`src/rtl/bmp_pkg.sv`:
```
// bmp_pkg: shared BMP header layout, reader FSM states and pixel type.
// The same header offsets are used by the crop block's BMP header generator.
package bmp_pkg;
    localparam int BMP_MAGIC_OFS  = 0;
    localparam int BMP_OFFSET_OFS = 10;
    localparam int BMP_WIDTH_OFS  = 18;
    localparam int BMP_HEIGHT_OFS = 22;
    localparam int BMP_BPP_OFS    = 28;
    localparam int BMP_HDR_BYTES  = 54;

    // "BM" as it appears when bytes 0..1 are read little-endian
    localparam logic [15:0] BMP_MAGIC = 16'h4D42;
    localparam logic [15:0] BMP_BPP24 = 16'd24;

    typedef enum logic [2:0] {
        ST_IDLE    = 3'd0,
        ST_HDR     = 3'd1,
        ST_CHECK   = 3'd2,
        ST_FETCH   = 3'd3,
        ST_PRESENT = 3'd4,
        ST_PAD     = 3'd5,
        ST_DONE    = 3'd6,
        ST_ERR     = 3'd7
    } state_t;

    typedef struct packed {
        logic [7:0] r;
        logic [7:0] g;
        logic [7:0] b;
    } pixel_t;
endpackage

```
`src/rtl/bmp_hdr_parse.sv`:
```
// bmp_hdr_parse: captures the BMP header fields and judges whether the image is readable.
// Ports:
//   clk, rst_n  clock, async active-low reset
//   clear       restart capture (new parse request)
//   cap, idx    a header byte at address idx is present on rdata
//   rdata       header byte
//   width, height, offset  parsed fields, truncated to the reader's widths
//   pad         row padding in bytes
//   bad         header is malformed or exceeds the reader's limits
module bmp_hdr_parse
    import bmp_pkg::*;
#(
    parameter int ADDR_W = 15,
    parameter int DIM_W  = 12
) (
    input  logic              clk,
    input  logic              rst_n,
    input  logic              clear,
    input  logic              cap,
    input  logic [5:0]        idx,
    input  logic [7:0]        rdata,
    output logic [DIM_W-1:0]  width,
    output logic [DIM_W-1:0]  height,
    output logic [ADDR_W-1:0] offset,
    output logic [1:0]        pad,
    output logic              bad
);
    logic [15:0] magic;
    logic [15:0] bpp;
    logic [31:0] ofs_raw;
    logic [31:0] w_raw;
    logic [31:0] h_raw;
    logic [5:0]  rel_mag;
    logic [5:0]  rel_ofs;
    logic [5:0]  rel_w;
    logic [5:0]  rel_h;
    logic [5:0]  rel_bpp;

    // byte position relative to each field; out-of-field positions wrap to large values
    assign rel_mag = idx - 6'(BMP_MAGIC_OFS);
    assign rel_ofs = idx - 6'(BMP_OFFSET_OFS);
    assign rel_w   = idx - 6'(BMP_WIDTH_OFS);
    assign rel_h   = idx - 6'(BMP_HEIGHT_OFS);
    assign rel_bpp = idx - 6'(BMP_BPP_OFS);

    always_ff @(posedge clk or negedge rst_n) begin
        if (!rst_n) begin
            magic   <= '0;
            bpp     <= '0;
            ofs_raw <= '0;
            w_raw   <= '0;
            h_raw   <= '0;
        end else if (clear) begin
            magic   <= '0;
            bpp     <= '0;
            ofs_raw <= '0;
            w_raw   <= '0;
            h_raw   <= '0;
        end else if (cap) begin
            if (rel_mag < 6'd2) magic[{rel_mag[0], 3'b000} +: 8] <= rdata;
            if (rel_bpp < 6'd2) bpp[{rel_bpp[0], 3'b000} +: 8] <= rdata;
            if (rel_ofs < 6'd4) ofs_raw[{rel_ofs[1:0], 3'b000} +: 8] <= rdata;
            if (rel_w < 6'd4) w_raw[{rel_w[1:0], 3'b000} +: 8] <= rdata;
            if (rel_h < 6'd4) h_raw[{rel_h[1:0], 3'b000} +: 8] <= rdata;
        end
    end

    assign width  = w_raw[DIM_W-1:0];
    assign height = h_raw[DIM_W-1:0];
    assign offset = ofs_raw[ADDR_W-1:0];
    // (4 - 3w mod 4) mod 4 reduces to w mod 4
    assign pad    = w_raw[1:0];
    // upper-bit checks also reject negative (top-down) heights
    assign bad    = (magic != BMP_MAGIC) || (bpp != BMP_BPP24) ||
                    (w_raw == '0) || (h_raw == '0) ||
                    (|w_raw[31:DIM_W]) || (|h_raw[31:DIM_W]) ||
                    (|ofs_raw[31:ADDR_W]);
endmodule

```
`src/rtl/bmp_reader.sv`:
```
// bmp_reader: parses a 24-bit BMP from byte memory and streams its pixels over valid/ready.
// Ports:
//   CLOCK_50, rst_n      clock, async active-low reset
//   start                parse request (honoured only when not busy)
//   mem_addr, mem_rdata  synchronous byte memory, 1-cycle read latency
//   img_w, img_h         parsed dimensions
//   px_valid, px_ready   pixel handshake
//   px_rgb, px_x, px_y   pixel colour {R,G,B} and coordinates (y=0 is bottom row)
//   px_eol, px_last      end of row, final pixel
//   busy, done, err      status
module bmp_reader
    import bmp_pkg::*;
#(
    parameter int ADDR_W = 15,
    parameter int DIM_W  = 12
) (
    input  logic              CLOCK_50,
    input  logic              rst_n,
    input  logic              start,
    output logic [ADDR_W-1:0] mem_addr,
    input  logic [7:0]        mem_rdata,
    output logic [DIM_W-1:0]  img_w,
    output logic [DIM_W-1:0]  img_h,
    output logic              px_valid,
    input  logic              px_ready,
    output logic [23:0]       px_rgb,
    output logic [DIM_W-1:0]  px_x,
    output logic [DIM_W-1:0]  px_y,
    output logic              px_eol,
    output logic              px_last,
    output logic              busy,
    output logic              done,
    output logic              err
);
    state_t            state;
    logic [5:0]        cnt;
    pixel_t            pix;
    logic [ADDR_W-1:0] offset;
    logic [1:0]        pad;
    logic              bad;
    logic              go;
    logic              hdr_cap;

    assign busy     = !(state == ST_IDLE || state == ST_DONE || state == ST_ERR);
    assign go       = start && !busy;
    assign done     = state == ST_DONE;
    assign err      = state == ST_ERR;
    assign px_valid = state == ST_PRESENT;
    assign px_rgb   = pix;
    assign px_eol   = px_valid && (px_x == img_w - DIM_W'(1));
    assign px_last  = px_eol && (px_y == img_h - DIM_W'(1));
    // byte for address cnt-1 arrives while cnt is on the bus
    assign hdr_cap  = (state == ST_HDR) && (cnt != 6'd0);

    bmp_hdr_parse #(
        .ADDR_W(ADDR_W),
        .DIM_W (DIM_W)
    ) u_hdr (
        .clk   (CLOCK_50),
        .rst_n (rst_n),
        .clear (go),
        .cap   (hdr_cap),
        .idx   (cnt - 6'd1),
        .rdata (mem_rdata),
        .width (img_w),
        .height(img_h),
        .offset(offset),
        .pad   (pad),
        .bad   (bad)
    );

    // mem_addr only ever points at header or pixel bytes, never at row padding
    always_ff @(posedge CLOCK_50 or negedge rst_n) begin
        if (!rst_n) begin
            state    <= ST_IDLE;
            cnt      <= '0;
            mem_addr <= '0;
            px_x     <= '0;
            px_y     <= '0;
            pix      <= '0;
        end else if (go) begin
            state    <= ST_HDR;
            cnt      <= '0;
            mem_addr <= '0;
            px_x     <= '0;
            px_y     <= '0;
        end else begin
            case (state)
                ST_HDR: begin
                    cnt <= cnt + 6'd1;
                    if (cnt < 6'(BMP_HDR_BYTES - 1)) mem_addr <= mem_addr + ADDR_W'(1);
                    if (cnt == 6'(BMP_HDR_BYTES)) state <= ST_CHECK;
                end
                ST_CHECK: begin
                    state    <= bad ? ST_ERR : ST_FETCH;
                    mem_addr <= offset;
                    cnt      <= '0;
                end
                ST_FETCH: begin
                    cnt <= cnt + 6'd1;
                    if (cnt < 6'd2) mem_addr <= mem_addr + ADDR_W'(1);
                    if (cnt == 6'd1) pix.b <= mem_rdata;
                    if (cnt == 6'd2) pix.g <= mem_rdata;
                    if (cnt == 6'd3) begin
                        pix.r <= mem_rdata;
                        state <= ST_PRESENT;
                    end
                end
                ST_PRESENT: begin
                    if (px_ready) begin
                        cnt <= '0;
                        if (px_last) begin
                            state <= ST_DONE;
                        end else if (px_eol) begin
                            state <= ST_PAD;
                        end else begin
                            state    <= ST_FETCH;
                            px_x     <= px_x + DIM_W'(1);
                            mem_addr <= mem_addr + ADDR_W'(1);
                        end
                    end
                end
                ST_PAD: begin
                    state    <= ST_FETCH;
                    px_x     <= '0;
                    px_y     <= px_y + DIM_W'(1);
                    mem_addr <= mem_addr + ADDR_W'(pad) + ADDR_W'(1);
                end
                default: ;
            endcase
        end
    end
endmodule
```
`config.mk`:
```
export PLATFORM = sky130hd
export DESIGN_NAME = bmp_reader
export DESIGN_NICKNAME = d
export VERILOG_FILES = /design/src/rtl/bmp_pkg.sv /design/src/rtl/bmp_hdr_parse.sv /design/src/rtl/bmp_reader.sv
export SDC_FILE = /design/constraint.sdc
export NUM_CORES = 1
export LEC_CHECK = 0
export ABC_AREA = 0
export CAP_MARGIN = 20
export CORE_MARGIN = 1.5
export CORE_UTILIZATION = 58
export DETAILED_ROUTE_END_ITERATION = 16
export HOLD_SLACK_MARGIN = 0.05
export PLACE_DENSITY = 0.81
export RECOVER_POWER = 25
export SYNTH_ARGS = -nofsm -noshare
export SYNTH_HDL_FRONTEND = slang
export SYNTH_HIERARCHICAL = 1
export SYNTH_SLANG_ARGS = --single-unit
```
`constraint.sdc`:
```
create_clock -name CLOCK_50 -period 3.1 [get_ports CLOCK_50]
set_input_delay 0.465 -clock CLOCK_50 [delete_from_list [all_inputs] [get_ports CLOCK_50]]
set_output_delay 0.465 -clock CLOCK_50 [all_outputs]
set_load 0.005 [all_outputs]
```
### After elaboration in Yosys (flattened, before gate mapping)

Index checks and enable logic that the tools add are counted.

| storage, ports and cells | value |
|---|---|
| register bits after elaboration | 200 |
| latch bits | 0 |
| bits in writable memories | 0 |
| memory bits (read-only) | 0 |
| input port bits | 12 |
| output and inout bits | 93 |
| logic and storage cells | 159 |
| memories kept | 0 |

| operators by class | value |
|---|---|
| add/subtract/negate cells | 18 |
| multipliers | 0 |
| div/mod/pow operators | 0 |
| order comparisons | 7 |
| eq/ne operators | 22 |
| shifts and indexed selects | 10 |
| multiplexer cells | 45 |
| bitwise operators | 1 |
| reductions and logical operators | 43 |

Operators with widths:

| cell | count |
|---|---|
| two-way mux 32 bit | 9 |
| bitwise mux 32 bit | 3 |
| two-way mux 16 bit | 6 |
| variable shift 8 x 7 -> 32 bit, first input constant | 3 |
| variable part select 8 x 7 -> 32 bit | 3 |
| two-way mux 15 bit | 6 |
| case mux 15 bit (5 select lines) | 1 |
| two-way mux 12 bit | 6 |
| logical NOT 32 bit | 2 |
| OR reduction 20 bit | 2 |
| bitwise mux 16 bit | 2 |
| variable shift 8 x 6 -> 16 bit, first input constant | 2 |
| variable part select 8 x 6 -> 16 bit | 2 |
| adder 15 x 1 -> 15 bit, second input constant | 2 |
| adder 12 x 1 -> 12 bit, second input constant | 2 |
| == test 12 bit | 2 |
| case mux 12 bit (2 select lines) | 1 |
| subtractor 12 x 1 -> 12 bit, second input constant | 2 |
| two-way mux 3 bit | 7 |
| negation 5 -> 7 bit | 3 |
| less-than comparator 6 x 2 -> 1 bit, second input constant | 3 |
| less-than comparator 6 x 3 -> 1 bit, second input constant | 3 |
| case mux 6 bit (3 select lines) | 1 |
| subtractor 6 x 5 -> 6 bit, second input constant | 3 |
| other kinds (34) | 70 |

### Depth between registers and ports, before layout

Gate-level depths: netlist (run 1).

| logic depth | value |
|---|---|
| depth in word-level cells | 10 |
| gate-level depth with buffers | 13 |

### Cells and area by module

Netlist (run 1), hierarchy kept.

Modules (own cells, without submodules):

| module | instances | cells each | area an instance (µm²) |
|---|---|---|---|
| bmp_hdr_parse | 1 | 514 | 6160.9 |
| bmp_reader | 1 | 584 | 5017.3 |

### Worst setup path before layout (run 1)

OpenSTA, ideal clock, no wires.

| timing path | value |
|---|---|
| path kind | flip-flop to flip-flop |
| start point | register state[1] |
| end point | register u_hdr.h_raw[10] |
| arrival | 2.829 ns |
| required time | 3.016 ns |
| path slack | 0.187 ns |
| cell stages (with the launch flop) | 13 |
| buffers on the path | 5 |
| period minus slack after synthesis | 2.913 ns |
| cells stage by stage | dfrtp_1 -> clkbuf_1 -> a21oi_1 -> nand2b_1 -> clkbuf_1 -> clkinv_1 -> buf_1 -> clkbuf_1 -> nand2b_1 -> nor4b_4 -> buf_2 -> nand2_1 -> mux2i_1 |

| on the way | value |
|---|---|
| word-level cells in the longest chain between the ends | 6 |
| elaborated cells between the ends (all ways) | 12 |

Ends and longest elaborated chain:

| what | RTL line | RTL |
|---|---|---|
| start: declaration | bmp_reader.sv:35 | `state_t state;` |
| start signal: assignment | bmp_reader.sv:95 | `state <= bad ? ST_ERR : ST_FETCH;` |
| == test 3 bit or logical NOT 3 bit (tied branches) | bmp_reader.sv:44 | `assign busy = !(state == ST_IDLE \|\| state == ST_DONE \|\| state == ST_ERR);` |
| logical OR 1 bit | bmp_reader.sv:44 |  |
| logical OR 1 bit (*) | bmp_reader.sv:44 |  |
| logical AND 1 bit (*) | bmp_reader.sv:45 | `assign go = start && !busy;` |
| via go | bmp_reader.sv:41 | `logic go;` |
| nonzero test 2 bit (no source line) | - |  |
| AND reduction 2 bit (no source line) | - |  |
| end signal: indexed assignment | bmp_hdr_parse.sv:64 | `if (rel_h < 6'd4) h_raw[{rel_h[1:0], 3'b000} +: 8] <= rdata;` |
| end: declaration | bmp_hdr_parse.sv:32 | `logic [31:0] h_raw;` |

The timed path passes the listed nets; every way through them passes the cells marked *.
A chain may end at the register's enable or synchronous reset.

### Worst setup path in the final report (run 1)

| timing path | value |
|---|---|
| start point | register u_hdr.h_raw[2] |
| end point | output port px_last |

| on the way | value |
|---|---|
| word-level cells in the longest chain between the ends | 3 |

Ends and longest elaborated chain:

| what | RTL line | RTL |
|---|---|---|
| subtractor 12 x 1 -> 12 bit | bmp_reader.sv:51 | `assign px_last = px_eol && (px_y == img_h - DIM_W'(1));` |
| == test 12 bit | bmp_reader.sv:51 |  |
| logical AND 1 bit | bmp_reader.sv:51 |  |
| end: declaration | bmp_reader.sv:30 | `output logic px_last,` |

No other way between the ends.

==> reports/qor.txt, run 1 <==
Final setup fails: 1
Final std cells w/o fill: 1472
Top cells by area, synth: dfrtp_1 (45%), a32o_1 (6.6%), mux2i_1 (3.7%), buf_4 (2.9%), o21ai_0 (2.8%)
Post-synth ARST share: 100.0%
Leak: 0.005951 µW
Post-synth EDFFs: 0
GP Congestion: 0.9539
Setup TNS: -0.1174 ns
Final HPWL DP: 19430 µm
Layout cell share with drive strength beyond 1: 17.57%
Most numerous cell in the Yosys netlist: dfrtp_1
Max clock buf depth: 2
Max Cap Viol: 1
Routed wire per std cell: 20.27 µm
Port buffer count: 104
Required time worst endpoint: 2.63 ns
Via density: 6.494
Simple-gate share of the synthesized area: 17.41%
Synth area leader: dfrtp_1
Slowest stage delay, CP: 0.59 ns
Synth Area in Compound Gates: 19.10%
Initial antenna violation count: 0
Die Area: 20110 µm²
Top-area cell type share of the netlist area: 44.77%
Final Critical Period: 3.217 ns
Sequential element share of the synthesized area: 44.77%
Site row count: 50
RSZ-0062 raised after global routing: yes
Adder and majority cell fraction of the synthesized area: 2.194%
Width of the chip: 141.8 µm
Die Y: 141.8 µm
Synth Area in XOR/XNOR: 3.448%
Mapped Nets: 1129
CTS clk-pin slew, worst paths: 0.08 ns
Power Density: 821.3 nW/µm²
Pin count of the biggest net entering global routing: 80
Placed Cells: 1419
DRC: 0
Clk sinks: 200
Final Cycle Share: 103.8%
Post-synth design cell area: 11180 µm²
Crit-path slowest cell: or4_4
Final Skew: 0.01535 ns
DRT iter0 DRCs: 825
Synth cell types: 83
Failing checks: max-capacitance violations, max-slew violations, negative setup slack
Initial cell density of the core: 59.36%
Largest family of logic cells by synthesized area: compound AO/OA/AOI/OAI gates
DRT Wirelength: 29840 µm
Slew Viols, Final: 79
Overall via count from detail_route: 9559
CTS Buf Count: 17
Number of placed I/O pins: 105
Clock latency on the worst-skew pair: 0.45 ns
Count of buffer and inverter cells on the critical path: 1
CP endpoint kind: primary output
First-pass GRT wire length: 47770 µm
Synthesized instance count: 1098
Number of synthesized register bits: 200
CORE AREA: 18830 µm²
H-tree Lvls: 4
All-Layer GR Usage: 29.92%
TritonCTS clock tree: built
Mux cell area share after synthesis: 6.570%
Worst setup margin: -0.1174 ns
CP top delay family: simple AND/OR/NAND/NOR gates
Slew headroom: -33.63%
Critical path peak fanout: 4
Status: finished, violations left
Worst vdd rail ir drop: 0.5621 mV
R2r startpoint: u_hdr/w_raw[0]$_DFFE_PN0P_
Dominant synthesized flop cell: dfrtp_1
CP cell instances: or4_4 > nor4_4 > o21a_1 > o31ai_1 > or4_4 > nor2_4 > buf_2
CTS root buf: clkbuf_16
Setup Crit Path Kind: reg -> out
TritonRoute pass-1 iters: 5
Critical Path AT: 2.75 ns
Final hold violation count: 0
Worst-Margin Slew: 2.004 ns
Synth top cells by count: dfrtp_1 (200), a32o_1 (74), nand2_1 (73)
Synthesis warning total: 6
Crit path top cell by count: or4_4
P&R area growth vs syn: 20.77%
Overflow after GRT: 0
Nets: 1230
Fmax: 0.3108 GHz
Mean Syn Cell Area: 10.18 µm²
Hold Crit Start: u_hdr/w_raw[19]$_DFFE_PN0P_
Crit path from: u_hdr/h_raw[2]$_DFFE_PN0P_
DRT antenna net count: 0
ANT cells: 0
Vias in the first global route: 9089
HP Class: reg -> reg
Startpoint class of the critical path: flop
## state kept, by name (all words and copies together) (netlist names)
| signal | count |
|---|---|
| cnt | 6 |
| mem_addr | 15 |
| px_rgb | 24 |
| px_x | 12 |
| px_y | 12 |
| state | 3 |
| u_hdr/bpp | 16 |
| u_hdr/h_raw | 32 |
| u_hdr/magic | 16 |
| u_hdr/ofs_raw | 32 |
| u_hdr/w_raw | 32 |
## per-layer routing
metal  vias up  global-route usage, %  part of all wire [%]
li1       4272                      -                     -
met1      4800                  39.41                    41
met2       398                  49.32                    49
met3        89                  6.007                   6.4
met4         0                  10.74                   3.1
met5         -                      0                     0
## worst paths after layout
check	endpoint	slack, ns	depth (start not counted)
worst max-delay path	px_last	-0.12	7
worst min-delay path	u_hdr/w_raw[19]$_DFFE_PN0P_	0.50	1
worst max register to register	mem_addr[0]$_DFFE_PN0P_	0.14	13
worst min register to register	u_hdr/w_raw[19]$_DFFE_PN0P_	0.50	1
max in group asynchronous	u_hdr/h_raw[0]$_DFFE_PN0P_	0.64	2
min in group asynchronous	px_rgb[6]$_DFFE_PN0P_	1.10	2
## layout by cell type (no fill, tap or decap), types with 18 or more instances in the layout
cell	Yosys	final
dfrtp_1	200	199
clkdlybuf4s50_1	0	101
buf_4	43	81
a32o_1	74	74
nand2_1	73	73
nor2_1	64	63
o21ai_0	63	63
mux2i_1	41	41
nand2b_1	36	35
nand3_1	35	33
nor4_1	32	29
a21oi_1	28	27
mux2_2	25	25
inv_1	26	23
xnor2_1	23	23
xor2_1	21	21
and3_1	21	21
clkbuf_16	0	19
a22o_1	18	18
## report_power, final
part	internal, µW	leakage [µW]	switching, µW	total [µW]
combinational	2280	0.00294	2720	4990
sequential	3120	0.00269	559	3680
clock	1160	0.000318	1250	2420
## through the flow
stage	setup slack (ns)	hold slack [ns]	util, %	cell area [µm²]	power, µW
after floorplan	0.1874	0.1694	-	11180	6689
after global placement	-0.1468	0.4736	66.19	12460	8217
after detailed placement	-0.1986	0.4818	66.19	12460	8344
after CTS	-0.09535	0.5012	70.72	13320	10810
after global routing	-0.2065	0.5057	71.69	13500	11700
final	-0.1174	0.4985	71.69	13500	11090
## area by class of cell
class / instances / area, µm²
clock inverters: 15 / 235.2
well taps: 260 / 325.3
flip-flops and latches: 200 / 5006
inverters: 27 / 101.3
fillers: 1316 / 5330
clock buffers: 17 / 425.4
repair buffers: 194 / 1793
multi-input cells: 759 / 5614
## logic make-up (layout without fill, tap and decap cells)
logic type,Yosys count,in the layout
flops,200,200
compound gates,272,272
simple gates,355,355
xor+xnor,44,44
fa+ha+maj,19,19
mux,69,69
buf+inv,139,253
## what timing repair did
action,4_1_cts,5_1_grt
pin swaps,9,16
gates cloned,0,2
endpoints found under the setup margin,2,65
hold endpoints to repair,10,0
gates resized for setup,25,21
setup buffers,13,6
hold buffers,1,0
Note: power is estimated with default switching activity, not from simulation.
==> run 2, diff against run 1 <==
--- a/config.mk
+++ b/config.mk
@@ -11,7 +11,7 @@
 export CORE_UTILIZATION = 58
 export DETAILED_ROUTE_END_ITERATION = 16
 export HOLD_SLACK_MARGIN = 0.05
-export PLACE_DENSITY = 0.81
+export PLACE_DENSITY_LB_ADDON = 0.2
 export RECOVER_POWER = 25
 export SYNTH_ARGS = -nofsm -noshare
 export SYNTH_HDL_FRONTEND = slang
==> run 2 against run 1 <==
Against the previous run:
- the flow still finishes with violations (max-capacitance violations, max-slew violations, negative setup slack)
- register-to-register slack improved by 0.10 ns
- design area fell by 0.99%
- sequential cell count did not move
- clock-buffer cell count did not move
- sequential power fell by 1%
- critical path type unchanged
- critical endpoint unchanged
==> reports/qor.txt, run 2 (same netlist as run 1, synthesis figures left out) <==
Initial antenna violation count: 0 (unchanged)
Width of the chip: 141.8 µm (unchanged)
Vias in the first global route: 8876 (-2.3%)
Worst setup margin: -0.09917 ns (+0.01823 ns)
Logic pwr share: 44.2% (-0.8 points)
Hold Crit Depth: 1 (unchanged)
Number of placed I/O pins: 105 (unchanged)
Nets: 1225 (-0.41%)
Failing checks: max-capacitance violations, max-slew violations, negative setup slack
Area occupied by registers: 5005 µm² (about the same)
Footprint of the multi-input gates: 5580 µm² (-0.60%)
Worst r2r dst: px_x[5]$_DFFE_PN0P_
ANT cells: 0 (unchanged)
Startpoint class of the critical path: flop
Internal Power: 6424 µW (-2.0%)
Final std cells w/o fill: 1467 (-0.34%)
Overflow after GRT: 0 (unchanged)
Status: finished, violations left
Clk sinks: 200 (unchanged)
HP Class: reg -> reg
Final Critical Period: 3.199 ns (-0.01823 ns)
Flop-to-flop setup slack: 0.24 ns (+0.10 ns)
Slew headroom: -13.06% (+21 points)
Met2 Use GR: 48.75% (-0.56 points)
WHS Endpoint: u_hdr/ofs_raw[6]$_DFFE_PN0P_
TritonCTS clock tree: built
Commonest cells after routing, fill and taps aside: dfrtp_1 (200), clkdlybuf4s50_1 (101), buf_4 (81)
Pin count of the biggest net entering global routing: 69 (-14%)
Critical Path AT: 2.73 ns (-0.02 ns)
CTS Buf Count: 17 (unchanged)
Setup Crit Path Kind: reg -> out
CP endpoint kind: primary output
Clock latency on the worst-skew pair: 0.45 ns (about the same)
Final Skew: 0.01235 ns (-0.003004 ns)
DRT antenna net count: 0 (unchanged)
Die Area: 20110 µm² (unchanged)
Layout cell share with drive strength beyond 1: 16.82% (-0.76 points)
Min Hold Slack: 0.4937 ns (-0.004788 ns)
Via density: 6.369 (-1.9%)
CORE AREA: 18830 µm² (unchanged)
Max clock buf depth: 2 (unchanged)
First-pass GRT wire length: 47110 µm (-1.4%)
Grt met3 use: 4.657% (-1.3 points)
Site row count: 50 (unchanged)
Final setup fails: 1 (unchanged)
Die Y: 141.8 µm (unchanged)
CTS clk-pin slew, worst paths: 0.09 ns (about the same)
Final Cycle Share: 103.2% (-0.59 points)
GRT met1 Usage: 40.57% (+1.2 points)
TritonRoute pass-1 iters: 5 (unchanged)
Largest regs: u_hdr/h_raw (32), u_hdr/ofs_raw (32), u_hdr/w_raw (32)
Port buffer count: 104 (unchanged)
DRC: 0 (unchanged)
RSZ-0062 raised after global routing: yes
Fmax: 0.3126 GHz (+0.57%)
Worst-Margin Slew: 1.696 ns (-0.3085 ns)
Switch Pwr: 4441 µW (-2.0%)
Required time worst endpoint: 2.63 ns (about the same)
Gr busiest metal: met2
Power Density: 812.8 nW/µm² (-1.0%)
Worst vdd rail ir drop: 0.6311 mV (+12%)
Slew Viols, Final: 69 (-13%)
Critical path peak fanout: 4 (unchanged)
Number of fill cells in the layout: 1387 (+5.4%)
Clk pwr share: 22.3% (+0.5 points)
Total chip power: 10860 µW (-2.0%)
R2R depth: 10 (-3)
Final hold violation count: 0 (unchanged)
All-Layer GR Usage: 29.68% (-0.24 points)
GP Congestion: 0.9128 (-4.3%)
CTS root buf: clkbuf_16
Core Util, Final: 70.98% (-0.71 points)
Overall via count from detail_route: 9343 (-2.3%)
Hold Crit Start: u_hdr/ofs_raw[6]$_DFFE_PN0P_
Max Cap Viol: 1 (unchanged)
DRT iter0 DRCs: 723 (-12%)
Leak: 0.005880 µW (-1.2%)
Placed Cells: 1420 (+0.070%)
Routed wire per std cell: 19.93 µm (-1.7%)
P&R area growth vs syn: 19.58%
Final HPWL DP: 19410 µm (about the same)
R2r startpoint: u_hdr/w_raw[1]$_DFFE_PN0P_
Initial cell density of the core: 59.36% (unchanged)
Commonest non-fill, non-tap cell in the layout: dfrtp_1
H-tree Lvls: 4 (unchanged)
DRT Wirelength: 29230 µm (-2.0%)
Sw frac: 40.87% (about the same)
Sequential share of power: 33.5% (+0.3 points)
## run 2: cell count changes in the layout (fill, tap and decap cells not counted), moves of 2 or more
cell	delta
buf_12	-2
clkbuf_16	-2
inv_12	-2
a21oi_4	-2
## run 2: critical path, cell delays in order, from the launching register on
cell and delay [ns]:
dfrtp_1 0.41, buf_6 0.13, inv_1 0.09, ha_4 0.14
nor3b_2 0.15, buf_4 0.15, and4_1 0.20, xnor2_1 0.11
nand3_1 0.09, or4_4 0.55, nor2_4 0.13, buf_2 0.13
## run 2: stage by stage
step	area (µm²)	setup TNS (ns)	worst slack [ns]
2_1_floorplan	11180	0	0.1874
3_3_place_gp	12480	-0.1485	-0.1485
3_5_place_dp	12480	-0.1983	-0.1983
4_1_cts	13340	-0.1161	-0.1161
5_1_grt	13370	-7.076	-0.2177
6_report	13370	-0.09917	-0.09917
## run 2: power by group through the flow
stage                     clock network, µW  registers [µW]  logic [µW]
final                                  2420            3640        4800
after global routing                   2570            3710        5220
after global placement                    0            3650        4580
after floorplan                           0            3530        3160
after CTS                              2470            3620        4720
after detailed placement                  0            3670        4670
## run 2: worst max path at each step
stage	start	endpoint	slack, ns	cells after the start
2_1_floorplan	state[1]$_DFFE_PN0P_	u_hdr/h_raw[10]$_DFFE_PN0P_	0.19	12
3_3_place_gp	u_hdr/h_raw[0]$_DFFE_PN0P_	px_last	-0.15	7
3_5_place_dp	u_hdr/h_raw[0]$_DFFE_PN0P_	px_last	-0.20	8
4_1_cts	u_hdr/h_raw[1]$_DFFE_PN0P_	px_last	-0.12	11
5_1_grt	u_hdr/h_raw[1]$_DFFE_PN0P_	px_last	-0.22	11
6_report	u_hdr/h_raw[1]$_DFFE_PN0P_	px_last	-0.1	11
## run 2: repair_timing
action,4_1_cts,5_1_grt
buffers inserted,10,4
resized for setup,31,6
pin swaps,9,9
hold buffers,1,0
setup endpoints to repair,2,34
cloned,0,0
endpoints found under the hold margin,64,0
## run 2: final cells by class
type / count / share of cell area (%)
well taps: 260 / 2.434
inverters: 27 / 0.7582
repair buffers: 189 / 12.65
clock inverters: 15 / 1.788
multi-input cells: 759 / 41.75
flip-flops and latches: 200 / 37.44
clock buffers: 17 / 3.183
## run 2: metal layers
metal	part of all wire [%]	vias to the layer above
li1	-	4262
met1	43	4684
met2	49	349
met3	5.3	48
met4	2.3	0
met5	0	-
==> run 3, diff against run 2 <==
--- a/config.mk
+++ b/config.mk
@@ -8,7 +8,8 @@
 export ABC_AREA = 0
 export CAP_MARGIN = 20
 export CORE_MARGIN = 1.5
-export CORE_UTILIZATION = 58
+export CORE_UTILIZATION = 60
+export CTS_BUF_LIST = sky130_fd_sc_hd__clkbuf_4 sky130_fd_sc_hd__clkbuf_8
 export DETAILED_ROUTE_END_ITERATION = 16
 export HOLD_SLACK_MARGIN = 0.05
 export PLACE_DENSITY_LB_ADDON = 0.2
==> run 3 against run 2 <==
Against the previous run:
- the run ends with design-rule violations, max-capacitance violations, max-slew violations, negative setup slack left
- critical path type unchanged
- combinational power about the same
- clock power down 24%
- clock-buffer cell count unchanged
- worst setup slack worse by 0.026 ns
- power down 5.2%
- die area down 3.3%
- critical path depth down 4
==> reports/qor.txt, run 3 (same netlist as run 1, synthesis figures left out) <==
Status: finished, violations left
Failing checks: design-rule violations, max-capacitance violations, max-slew violations, negative setup slack
Slew headroom: -39.37% (-26 points)
HP Class: reg -> reg
All-Layer GR Usage: 30.85% (+1.2 points)
Site row count: 49 (-2.0%)
Commonest cells after routing, fill and taps aside: dfrtp_1 (199), clkdlybuf4s50_1 (101), buf_4 (79)
Setup Crit Path Kind: reg -> out
CORE AREA: 18090 µm² (-4.0%)
Number of placed I/O pins: 105 (unchanged)
ANT cells: 0 (unchanged)
Core Util, Final: 73.03% (+2.1 points)
Final setup fails: 1 (unchanged)
CTS Buf Count: 17 (unchanged)
CTS root buf: clkbuf_8
Commonest non-fill, non-tap cell in the layout: dfrtp_1
CP endpoint kind: primary output
Port buffer count: 104 (unchanged)
TritonRoute pass-1 iters: 11 (+6)
Count of buffer and inverter cells on the critical path: 1 (-3)
Initial cell density of the core: 61.81% (+2.4 points)
P&R area growth vs syn: 18.17%
Overall via count from detail_route: 9431 (+0.94%)
Final hold violation count: 0 (unchanged)
Worst-Margin Slew: 2.091 ns (+0.3946 ns)
Setup TNS: -0.1252 ns (-0.02603 ns)
Die Y: 139.5 µm (-1.6%)
Worst r2r dst: u_hdr/ofs_raw[1]$_DFFE_PN0P_
Slowest stage delay, CP: 0.59 ns (+0.04 ns)
Number of fill cells in the layout: 1294 (-6.7%)
Crit-path slowest cell: or4_1
Largest regs: u_hdr/h_raw (32), u_hdr/ofs_raw (32), u_hdr/w_raw (32)
DRT Wirelength: 29720 µm (+1.7%)
Width of the chip: 139.5 µm (-1.6%)
Hold Crit Start: u_hdr/ofs_raw[10]$_DFFE_PN0P_
H-tree Lvls: 4 (unchanged)
Max clock buf depth: 2 (unchanged)
DRT iter0 DRCs: 790 (+9.3%)
Area occupied by registers: 5006 µm² (about the same)
Worst setup margin: -0.1252 ns (-0.02603 ns)
Critical Path AT: 2.76 ns (+0.03 ns)
TritonCTS clock tree: built
R2R depth: 10 (unchanged)
Startpoint class of the critical path: flop
Final Cycle Share: 104.0% (+0.84 points)
Required time worst endpoint: 2.63 ns (about the same)
GP Congestion: 0.9358 (+2.5%)
Overflow after GRT: 0 (unchanged)
Pin count of the biggest net entering global routing: 82 (+19%)
Die Area: 19460 µm² (-3.3%)
First-pass GRT wire length: 47780 µm (+1.4%)
Clock latency on the worst-skew pair: 0.49 ns (+0.04 ns)
Vias in the first global route: 9032 (+1.8%)
Nets: 1229 (+0.33%)
Via density: 6.549 (+2.8%)
Flop-to-flop setup slack: 0.24 ns (about the same)
DRC: 6 (+6)
Hold Crit Depth: 1 (unchanged)
Worst vdd rail ir drop: 0.5181 mV (-18%)
Max Cap Viol: 1 (unchanged)
Final HPWL DP: 19750 µm (+1.7%)
Pre-CTS WS: -0.1556 ns (+0.04272 ns)
DRT antenna net count: 0 (unchanged)
Initial antenna violation count: 0 (unchanged)
Leak: 0.005821 µW (-1.0%)
WHS Endpoint: u_hdr/ofs_raw[10]$_DFFE_PN0P_
Fmax: 0.3101 GHz (-0.81%)
Final Critical Period: 3.225 ns (+0.02603 ns)
CP cell instances: or4_1 > nor4_4 > o21a_1 > o31ai_1 > or4_4 > nor2_4 > buf_2
R2r startpoint: cnt[1]$_DFFE_PN0P_
CP top delay family: simple AND/OR/NAND/NOR gates
Critical path peak fanout: 4 (unchanged)
Final Skew: 0.02224 ns (+0.009889 ns)
Layout cell share with drive strength beyond 1: 17.51% (+0.69 points)
Power Density: 779.7 nW/µm² (-4.1%)
CTS clk-pin slew, worst paths: 0.11 ns (+0.02 ns)
Routed wire per std cell: 20.64 µm (+3.6%)
Footprint of the multi-input gates: 5600 µm² (+0.36%)
RSZ-0062 raised after global routing: yes
Slew Viols, Final: 81 (+17%)
Clk sinks: 200 (unchanged)
==> run 3: cell types whose count changed in the layout (fill, tap and decap cells not counted), moves of 4 or more <==
cell and change:
clkbuf_16 -17, buf_6 +4, inv_16 -4, clkbuf_8 +17
==> run 3: final cells by class <==
| cell class | instances | area share, % |
|---|---|---|
| flip-flops and latches | 200 | 37.90 |
| multi-input cells | 759 | 42.40 |
| inverters | 27 | 0.8052 |
| clock inverters | 15 | 1.733 |
| repair buffers | 193 | 13.22 |
| clock buffers | 17 | 1.771 |
| well taps | 229 | 2.169 |
==> run 3: per-layer routing <==
| layer | up-vias | wire length (µm) | track usage [%] |
|---|---|---|---|
| met4 | 0 | 728 | 10.08 |
| met5 | - | 0 | 0 |
| met1 | 4721 | 12540 | 42.11 |
| li1 | 4267 | - | - |
| met3 | 55 | 1771 | 4.129 |
| met2 | 388 | 14680 | 51.22 |
==> run 3: how the worst max path moves through the flow <==
stage	startpoint	end	cells past startpoint
2_1_floorplan	state[1]$_DFFE_PN0P_	u_hdr/h_raw[10]$_DFFE_PN0P_	12
3_3_place_gp	u_hdr/h_raw[0]$_DFFE_PN0P_	px_last	7
3_5_place_dp	u_hdr/h_raw[0]$_DFFE_PN0P_	px_last	7
4_1_cts	u_hdr/h_raw[1]$_DFFE_PN0P_	px_last	11
5_1_grt	u_hdr/h_raw[1]$_DFFE_PN0P_	px_last	8
6_report	u_hdr/h_raw[2]$_DFFE_PN0P_	px_last	7
==> run 3: per-stage QoR <==
| stage | area [µm²] | hold slack, ns | power (µW) | cells |
|---|---|---|---|---|
| after floorplan | 11180 | 0.1694 | 6689 | 1098 |
| after global placement | 12450 | 0.4744 | 8213 | 1388 |
| after detailed placement | 12450 | 0.4825 | 8340 | 1388 |
| after CTS | 13120 | 0.5067 | 10230 | 1432 |
| after global routing | 13210 | 0.5224 | 10910 | 1440 |
| final | 13210 | 0.5042 | 10300 | 1440 |
==> run 3: power breakdown <==
group,internal [µW],total [µW],switching [µW]
combinational,2140,4790,2650
clock,726,1840,1120
sequential,3120,3660,548
==> run 3: repair_timing <==
action / 4_1_cts / 5_1_grt
endpoints found under the setup margin: 2 / 42
hold endpoints to repair: 61 / 0
hold buffers: 1 / 0
setup buffers: 11 / 8
resized for setup: 30 / 20
pin swaps: 13 / 13
